$ cat src/rtl/adder_arb.sv
// Two-requester arbitrated adder: one operand pair is accepted at a time, summed
// by a shared 6-bit prefix adder and returned to the requester that was granted.

module adder_arb_pfx6 (
  input  logic [5:0] x,
  input  logic [5:0] y,
  output logic [6:0] s
);

  logic [5:0] p0, g0, p1, g1, p2, g2, g3;

  // Kogge-Stone carry tree: spans 1, 2 and 4 cover all six bit positions.
  always_comb begin
    p0 = x ^ y;
    g0 = x & y;
    p1 = p0;
    g1 = g0;
    p2 = p0;
    g2 = g0;
    g3 = g0;
    for (int i = 1; i < 6; i++) begin
      g1[i] = g0[i] | (p0[i] & g0[i-1]);
      p1[i] = p0[i] & p0[i-1];
    end
    for (int i = 0; i < 6; i++) begin
      if (i >= 2) begin
        g2[i] = g1[i] | (p1[i] & g1[i-2]);
        p2[i] = p1[i] & p1[i-2];
      end else begin
        g2[i] = g1[i];
        p2[i] = p1[i];
      end
    end
    for (int i = 0; i < 6; i++) begin
      if (i >= 4) g3[i] = g2[i] | (p2[i] & g2[i-4]);
      else        g3[i] = g2[i];
    end
    s[0] = p0[0];
    for (int i = 1; i < 6; i++) s[i] = p0[i] ^ g3[i-1];
    s[6] = g3[5];
  end

endmodule

module adder_arb #(
  parameter int CNT_W = 8
) (
  input  logic             clk,
  input  logic             rst,
  input  logic             req0_valid,
  input  logic             req1_valid,
  input  logic [5:0]       req0_x,
  input  logic [5:0]       req0_y,
  input  logic [5:0]       req1_x,
  input  logic [5:0]       req1_y,
  output logic             req0_ready,
  output logic             req1_ready,
  output logic             rsp0_valid,
  output logic             rsp1_valid,
  input  logic             rsp0_ready,
  input  logic             rsp1_ready,
  output logic [6:0]       rsp_sum,
  output logic             busy,
  output logic [CNT_W-1:0] done_cnt
);

  typedef enum logic [1:0] {IDLE, EXEC, RESP} state_t;

  state_t           state_q, state_d;
  logic             last_grant_q, last_grant_d;
  logic             gid_q, gid_d;
  logic [5:0]       op_x_q, op_x_d, op_y_q, op_y_d;
  logic [6:0]       sum_q, sum_d;
  logic [CNT_W-1:0] cnt_q, cnt_d;
  logic [6:0]       add_s;
  logic             gnt, accept, rsp_hs;

  adder_arb_pfx6 u_add (
    .x (op_x_q),
    .y (op_y_q),
    .s (add_s)
  );

  // On a tie the requester that did not win last time is served.
  assign gnt    = (req0_valid && req1_valid) ? ~last_grant_q : req1_valid;
  assign accept = (state_q == IDLE) && (req0_valid || req1_valid) && !rst;
  assign rsp_hs = (state_q == RESP) && (gid_q ? rsp1_ready : rsp0_ready);

  always_ff @(posedge clk) begin
    if (rst) begin
      state_q      <= IDLE;
      last_grant_q <= 1'b1;
      gid_q        <= 1'b0;
      op_x_q       <= '0;
      op_y_q       <= '0;
      sum_q        <= '0;
      cnt_q        <= '0;
    end else begin
      state_q      <= state_d;
      last_grant_q <= last_grant_d;
      gid_q        <= gid_d;
      op_x_q       <= op_x_d;
      op_y_q       <= op_y_d;
      sum_q        <= sum_d;
      cnt_q        <= cnt_d;
    end
  end

  always_comb begin
    state_d      = state_q;
    last_grant_d = last_grant_q;
    gid_d        = gid_q;
    op_x_d       = op_x_q;
    op_y_d       = op_y_q;
    sum_d        = sum_q;
    cnt_d        = cnt_q;
    case (state_q)
      IDLE: begin
        if (accept) begin
          op_x_d       = gnt ? req1_x : req0_x;
          op_y_d       = gnt ? req1_y : req0_y;
          gid_d        = gnt;
          last_grant_d = gnt;
          state_d      = EXEC;
        end
      end
      EXEC: begin
        sum_d   = add_s;
        state_d = RESP;
      end
      RESP: begin
        if (rsp_hs) begin
          cnt_d   = cnt_q + CNT_W'(1);
          state_d = IDLE;
        end
      end
      default: state_d = IDLE;
    endcase
  end

  always_comb begin
    req0_ready = accept && !gnt;
    req1_ready = accept && gnt;
    rsp0_valid = (state_q == RESP) && !gid_q;
    rsp1_valid = (state_q == RESP) && gid_q;
    busy       = (state_q != IDLE);
    rsp_sum    = sum_q;
    done_cnt   = cnt_q;
  end

endmodule

$ cat config.mk
export PLATFORM = sky130hd
export DESIGN_NAME = adder_arb
export DESIGN_NICKNAME = d
export VERILOG_FILES = /design/src/rtl/adder_arb.sv
export SDC_FILE = /design/constraint.sdc
export NUM_CORES = 1
export LEC_CHECK = 0
export ABC_AREA = 1
export ABC_CLOCK_PERIOD_IN_PS = 1600
export CORE_MARGIN = 4
export CORE_UTILIZATION = 48
export CTS_BUF_LIST = sky130_fd_sc_hd__clkbuf_8
export DETAILED_ROUTE_END_ITERATION = 8
export GPL_ROUTABILITY_DRIVEN = 0
export PLACE_DENSITY = 0.82
export SETUP_SLACK_MARGIN = 0.05
export SLEW_MARGIN = 15
export SYNTH_ARGS = -nofsm -noshare
export SYNTH_HDL_FRONTEND = slang
export SYNTH_SLANG_ARGS = --single-unit
$ cat constraint.sdc
create_clock -name clk -period 1.6 [get_ports clk]
set_clock_uncertainty 0.05 [all_clocks]
set_input_delay 0.4 -clock clk [delete_from_list [all_inputs] [get_ports clk]]
set_output_delay 0.4 -clock clk [all_outputs]
set_load 0.02 [all_outputs]
; After elaboration in Yosys (flattened, before gate mapping)
; Cells that the tools add are included.
[totals]
register_bits = 31
output_inout_bits = 20
inputBits = 30
word_cells = 72
[op_classes]
bitwise_logic = 36
add_sub_neg = 1
mux = 7
reduce_logical = 17
n_eq_ne = 4
[op_table]
columns = cell, count
row1 = $and 1x1->1, 17
row2 = $mux 6, 2
row3 = $or 1x1->1, 11
row4 = $add 8x1->8 const B, 1
row5 = $logic_and 1x1->1, 8
row6 = $and 6x6->6, 1
row7 = $pmux 2 s3, 1
row8 = $reduce_and 2->1, 3
row9 = $xor 6x6->6, 1
row10 = $xor 1x1->1, 5
row11 = $mux 2, 2
row12 = $ne 2x2->1 const B, 2
row13 = $logic_not 1->1, 3
row14 = $eq 2x1->1 const B, 1
row15 = $eq 2x2->1 const B, 1
row16 = $logic_not 2->1, 1
row17 = $mux 1, 2
row18 = $reduce_bool 2->1, 1
row19 = $logic_or 1x1->1, 1
row20 = $not 1->1, 1

; Logic depth before layout (Yosys ltp)
[logic_depth]
ltp_word = 7
depth_mapped = 9

; Modules after synthesis
; Synthesis repeated with hierarchy kept, for this count alone.
[unflattened]
hier_cells = 249
area_unflattened_um2 = 1669.1
[by_module_without_submodules]
columns = mod, instances, area_per_inst_um2, cells_each
row1 = adder_arb, 1, 1433.9, 213
row2 = adder_arb_pfx6, 1, 235.2, 36

; Least setup slack after synthesis
; No wires, ideal clock.
[synth_path]
path_type = input -> output
from = in req1_valid
to = out req1_ready
path_stages = 6
slack_ps = -32
path_buffers = 1
arrival_ps = 1182
path_cell_list = or2_1 -> nand2_2 -> nor2_4 -> inv_4 -> buf_6 -> nor2_1
[synth_via]
elab_chain_cells = 4
elab_cells_between_ends = 6
[synth_lines]
columns = element, line
row1 = start: declaration, 51  ; input logic req1_valid,
row2 = $logic_or 1x1->1, 86  ; assign accept = (state_q == IDLE) && (req0_valid || req1_valid) && !rst;
row3 = $logic_and 1x1->1 (2 in series), 86
row4 = $logic_and 1x1->1 *, 143  ; req1_ready = accept && gnt;
row5 = end: declaration, 57  ; output logic req1_ready,
; Every way passes the cells marked *; elsewhere a longest branch is shown, timed or not.

; Final worst setup path
[layout_path]
from = reg state_q[0]
to = out req1_ready
[layout_via]
elab_chain_cells = 4
[layout_lines]
columns = element, line
row1 = start: declaration, 69  ; state_t state_q, state_d;
row2 = start signal: assignment, 99  ; state_q <= state_d;
row3 = $logic_not 2->1, 86
row4 = $logic_and 1x1->1 (2 in series), 86
row5 = $logic_and 1x1->1, 143
; Every way passes these cells.

==> flow_metrics.tcl <==
set metrics [dict create \
    status "complete, but fails checks" \
    violations "negative setup slack" \
    start_util_pct 50.0 \
    netlist_instances 254 \
    switching_share_pct 28.3 \
    yosysWarnings 0 \
    tritoncts "built" \
    internal_power_w 0.00145 \
    slew_headroom_pct 82.6 \
    drc 0 \
    htreeDepth 2 \
    dieArea_sq_mm 0.00448 \
    clkPwrFrac_pct 33.7 \
    synth_cell_types 23 \
    synth_area_sq_mm 0.00167 \
    synth-seq-area-share_pct 37.2 \
    antenna_cells 0 \
    max_freq_mhz 576 \
    setup_viol 3 \
    fin_ws_ps -135 \
    grt_pass1_wl_mm 7.04 \
    grt_usage_pct 20.5 \
    globalRoute.totalOverflow 0 \
    hold_class "flip-flop to flip-flop" \
    worstSetupEndpointType "primary output" \
    grt_pass1_vias 1706 \
    rsz0062_at_grt "true" \
    grt_start_max_net_pins 22 \
    wirelength_mm 4.22 \
    synthToLayoutAreaGrowth_pct 48.7 \
    p_seq_share_pct 42.2 \
    rows 21 \
    avgViaCountPerCell 4.88 \
    numCtsBuffers 5 \
    dp_hpwl_mm 2.99 \
    cp.arrival_ps 1290 \
    die_w_um 67.0 \
    port_buffers 49 \
    placedCellCount 358 \
    detail-route-antenna-nets 0 \
    wl_per_cell_um 11.4 \
    synth_nets 292 \
    worst_slew_pin_slew_ps 261 \
    path_max_fanout 2 \
    synth_top_area_share_pct 37.2 \
    synth_ff_type "dfxtp_1" \
    placed_area_sq_mm 0.00230 \
    leakagePower_nw 1.21 \
    final_area_sq_mm 0.00248 \
    ys_ff_latch 31 \
    maxCapViolCount 0 \
    slew_viol_final 0 \
    cts.sinks 31 \
    yosysTopAreaCell "dfxtp_1" \
    powerDensity_mw_per_mm2 816 \
    firstDrtPassIters 4 \
    clkTransAtPathRegs_ps 70 \
    required_ps 1150 \
    period_share_pct 108 \
    grt_antenna_before_repair 0 \
    cts_max_path_buffers 2 \
    syn_avg_cell_area_sq_um 6.57 \
    cts_root_buf "clkbuf_8" \
    ioPinCount 50 \
    fin_cells 370 \
    clk_latency_ps 290 \
    fin_util_pct 74.4 \
    die_h_um 67.0 \
    critical_path_class "flip-flop to primary output" \
    dp_worst_setup_slack_ps -828 \
    p_sw_w 0.000574 \
    synth_commonest_cells "nand2_1 (90), dfxtp_1 (31), inv_1 (28), nand3_1 (25)" \
    vias 1806 \
    drtIter0Drc 79 \
    finalNetCount 361 \
    worstSetupStartpointType "flip-flop" \
    layout-drive-gt1-share_pct 17.3 \
    fin_crit_ps 1740 \
    synthArstFlopShare_pct 0 \
    synth_most_common_cell "nand2_1" \
    core_area_sq_mm 0.00334 \
    pwr-share-comb_pct 24.1 \
    hold_violations 0 \
    synth-edff-count 0 \
    ys_top_cells_by_area "dfxtp_1 (37%), nand2_1 (20%), nand3_1 (7.5%)" \
    ir_worst_vdd_mv 0.596 \
]
-- critical path, stage by stage, from the launching register on --
cell     delay (ps)
dfxtp_2         330
nor2_4          120
nand2_2          80
nor2_4          120
buf_12          120
inv_6            30
nor2_4           70
buf_6           120
-- cell families after synthesis --
| kind of cell | after synthesis | share of synthesized area [%] |
|---|---|---|
| flip-flops | 31 | 37.2 |
| AND/OR/NAND/NOR | 145 | 35.9 |
| AO/OA/AOI/OAI | 30 | 9.22 |
| adder cells (fa/ha/maj) | 8 | 6.45 |
| buffers and inverters | 37 | 9.67 |
| XOR/XNOR | 3 | 1.57 |
-- metal layers --
layer	wire [um]	share of wire [%]	GRT usage, %	vias up
li1	-	-	-	936
met1	1720	41	21.7	826
met2	2260	53	39.2	38
met3	208	4.9	6.07	6
met4	39	0.92	4.56	0
met5	0	0	0	-
-- stage by stage --
stage,setup TNS (ps),power (W),hold slack [ps]
3_5_place_dp,-5410,0.00132,411
3_3_place_gp,-4580,0.00131,406
4_1_cts,-205,0.00201,421
6_report,-253,0.00203,420
2_1_floorplan,0,0.00112,391
5_1_grt,-446,0.00213,455
-- power groups by stage --
stage / clock network [W] / registers (W) / logic [W]
after floorplan: 0 / 0.000883 / 0.000236
after global routing: 0.000718 / 0.000862 / 0.000547
after CTS: 0.000689 / 0.000850 / 0.000467
final: 0.000682 / 0.000855 / 0.000489
after detailed placement: 0 / 0.000864 / 0.000457
after global placement: 0 / 0.000863 / 0.000449
-- layout make-up --
class                           count  area (sq um)
Inverter                           29           114
Tap cell                           46          57.6
Clock inverter                      1          7.51
Sequential cell                    31           626
Clock buffer                        7          96.3
Timing Repair Buffer               70           637
Multi-Input combinational cell    186           945
Fill cell                         286           855
-- worst paths after layout --
check                                from                      end  slack, ps  cells past startpoint
setup / recovery  state_q[0]$_SDFFE_PP0P_               req1_ready       -140                      7
hold reg to reg    op_y_q[4]$_SDFFE_PP0P_   op_y_q[4]$_SDFFE_PP0P_        420                      2
hold / removal     op_y_q[4]$_SDFFE_PP0P_   op_y_q[4]$_SDFFE_PP0P_        420                      2
setup reg to reg   op_y_q[0]$_SDFFE_PP0P_  rsp_sum[4]$_SDFFE_PP0N_        130                      9
-- timing repair --
item | 4_1_cts | 5_1_grt
endpoints found under the setup margin | 21 | 9
pin swaps | 5 | 7
cloned | 0 | 0
buffers inserted | 2 | 2
gates resized for setup | 58 | 15
hold buffers | 0 | 0
-- flip-flops by register name, indices dropped and copies added, names as in the netlist --
name	flops
rsp_sum	7
state_q	2
op_x_q	6
last_grant_q	1
op_y_q	6
gid_q	1
done_cnt	8
-- placed cells by master, fill, tap and decap left out, drive strengths merged --
cell / synthesis / final
fa: 1 / 1
dlygate4sd2: 0 / 16
ha: 7 / 7
a21oi: 23 / 23
nand3: 25 / 25
xor2: 2 / 2
nor2: 24 / 24
clkbuf: 2 / 7
nand4: 2 / 2
o22ai: 1 / 1
clkdlybuf4s50: 0 / 26
nand2: 91 / 91
xnor2: 1 / 1
buf: 6 / 28
or2: 2 / 2
clkinvlp: 0 / 1
o21ai: 5 / 5
nand3b: 1 / 1
inv: 29 / 29
a21o: 1 / 1
dfxtp: 31 / 31
Power figures use the tool's default switching activity.
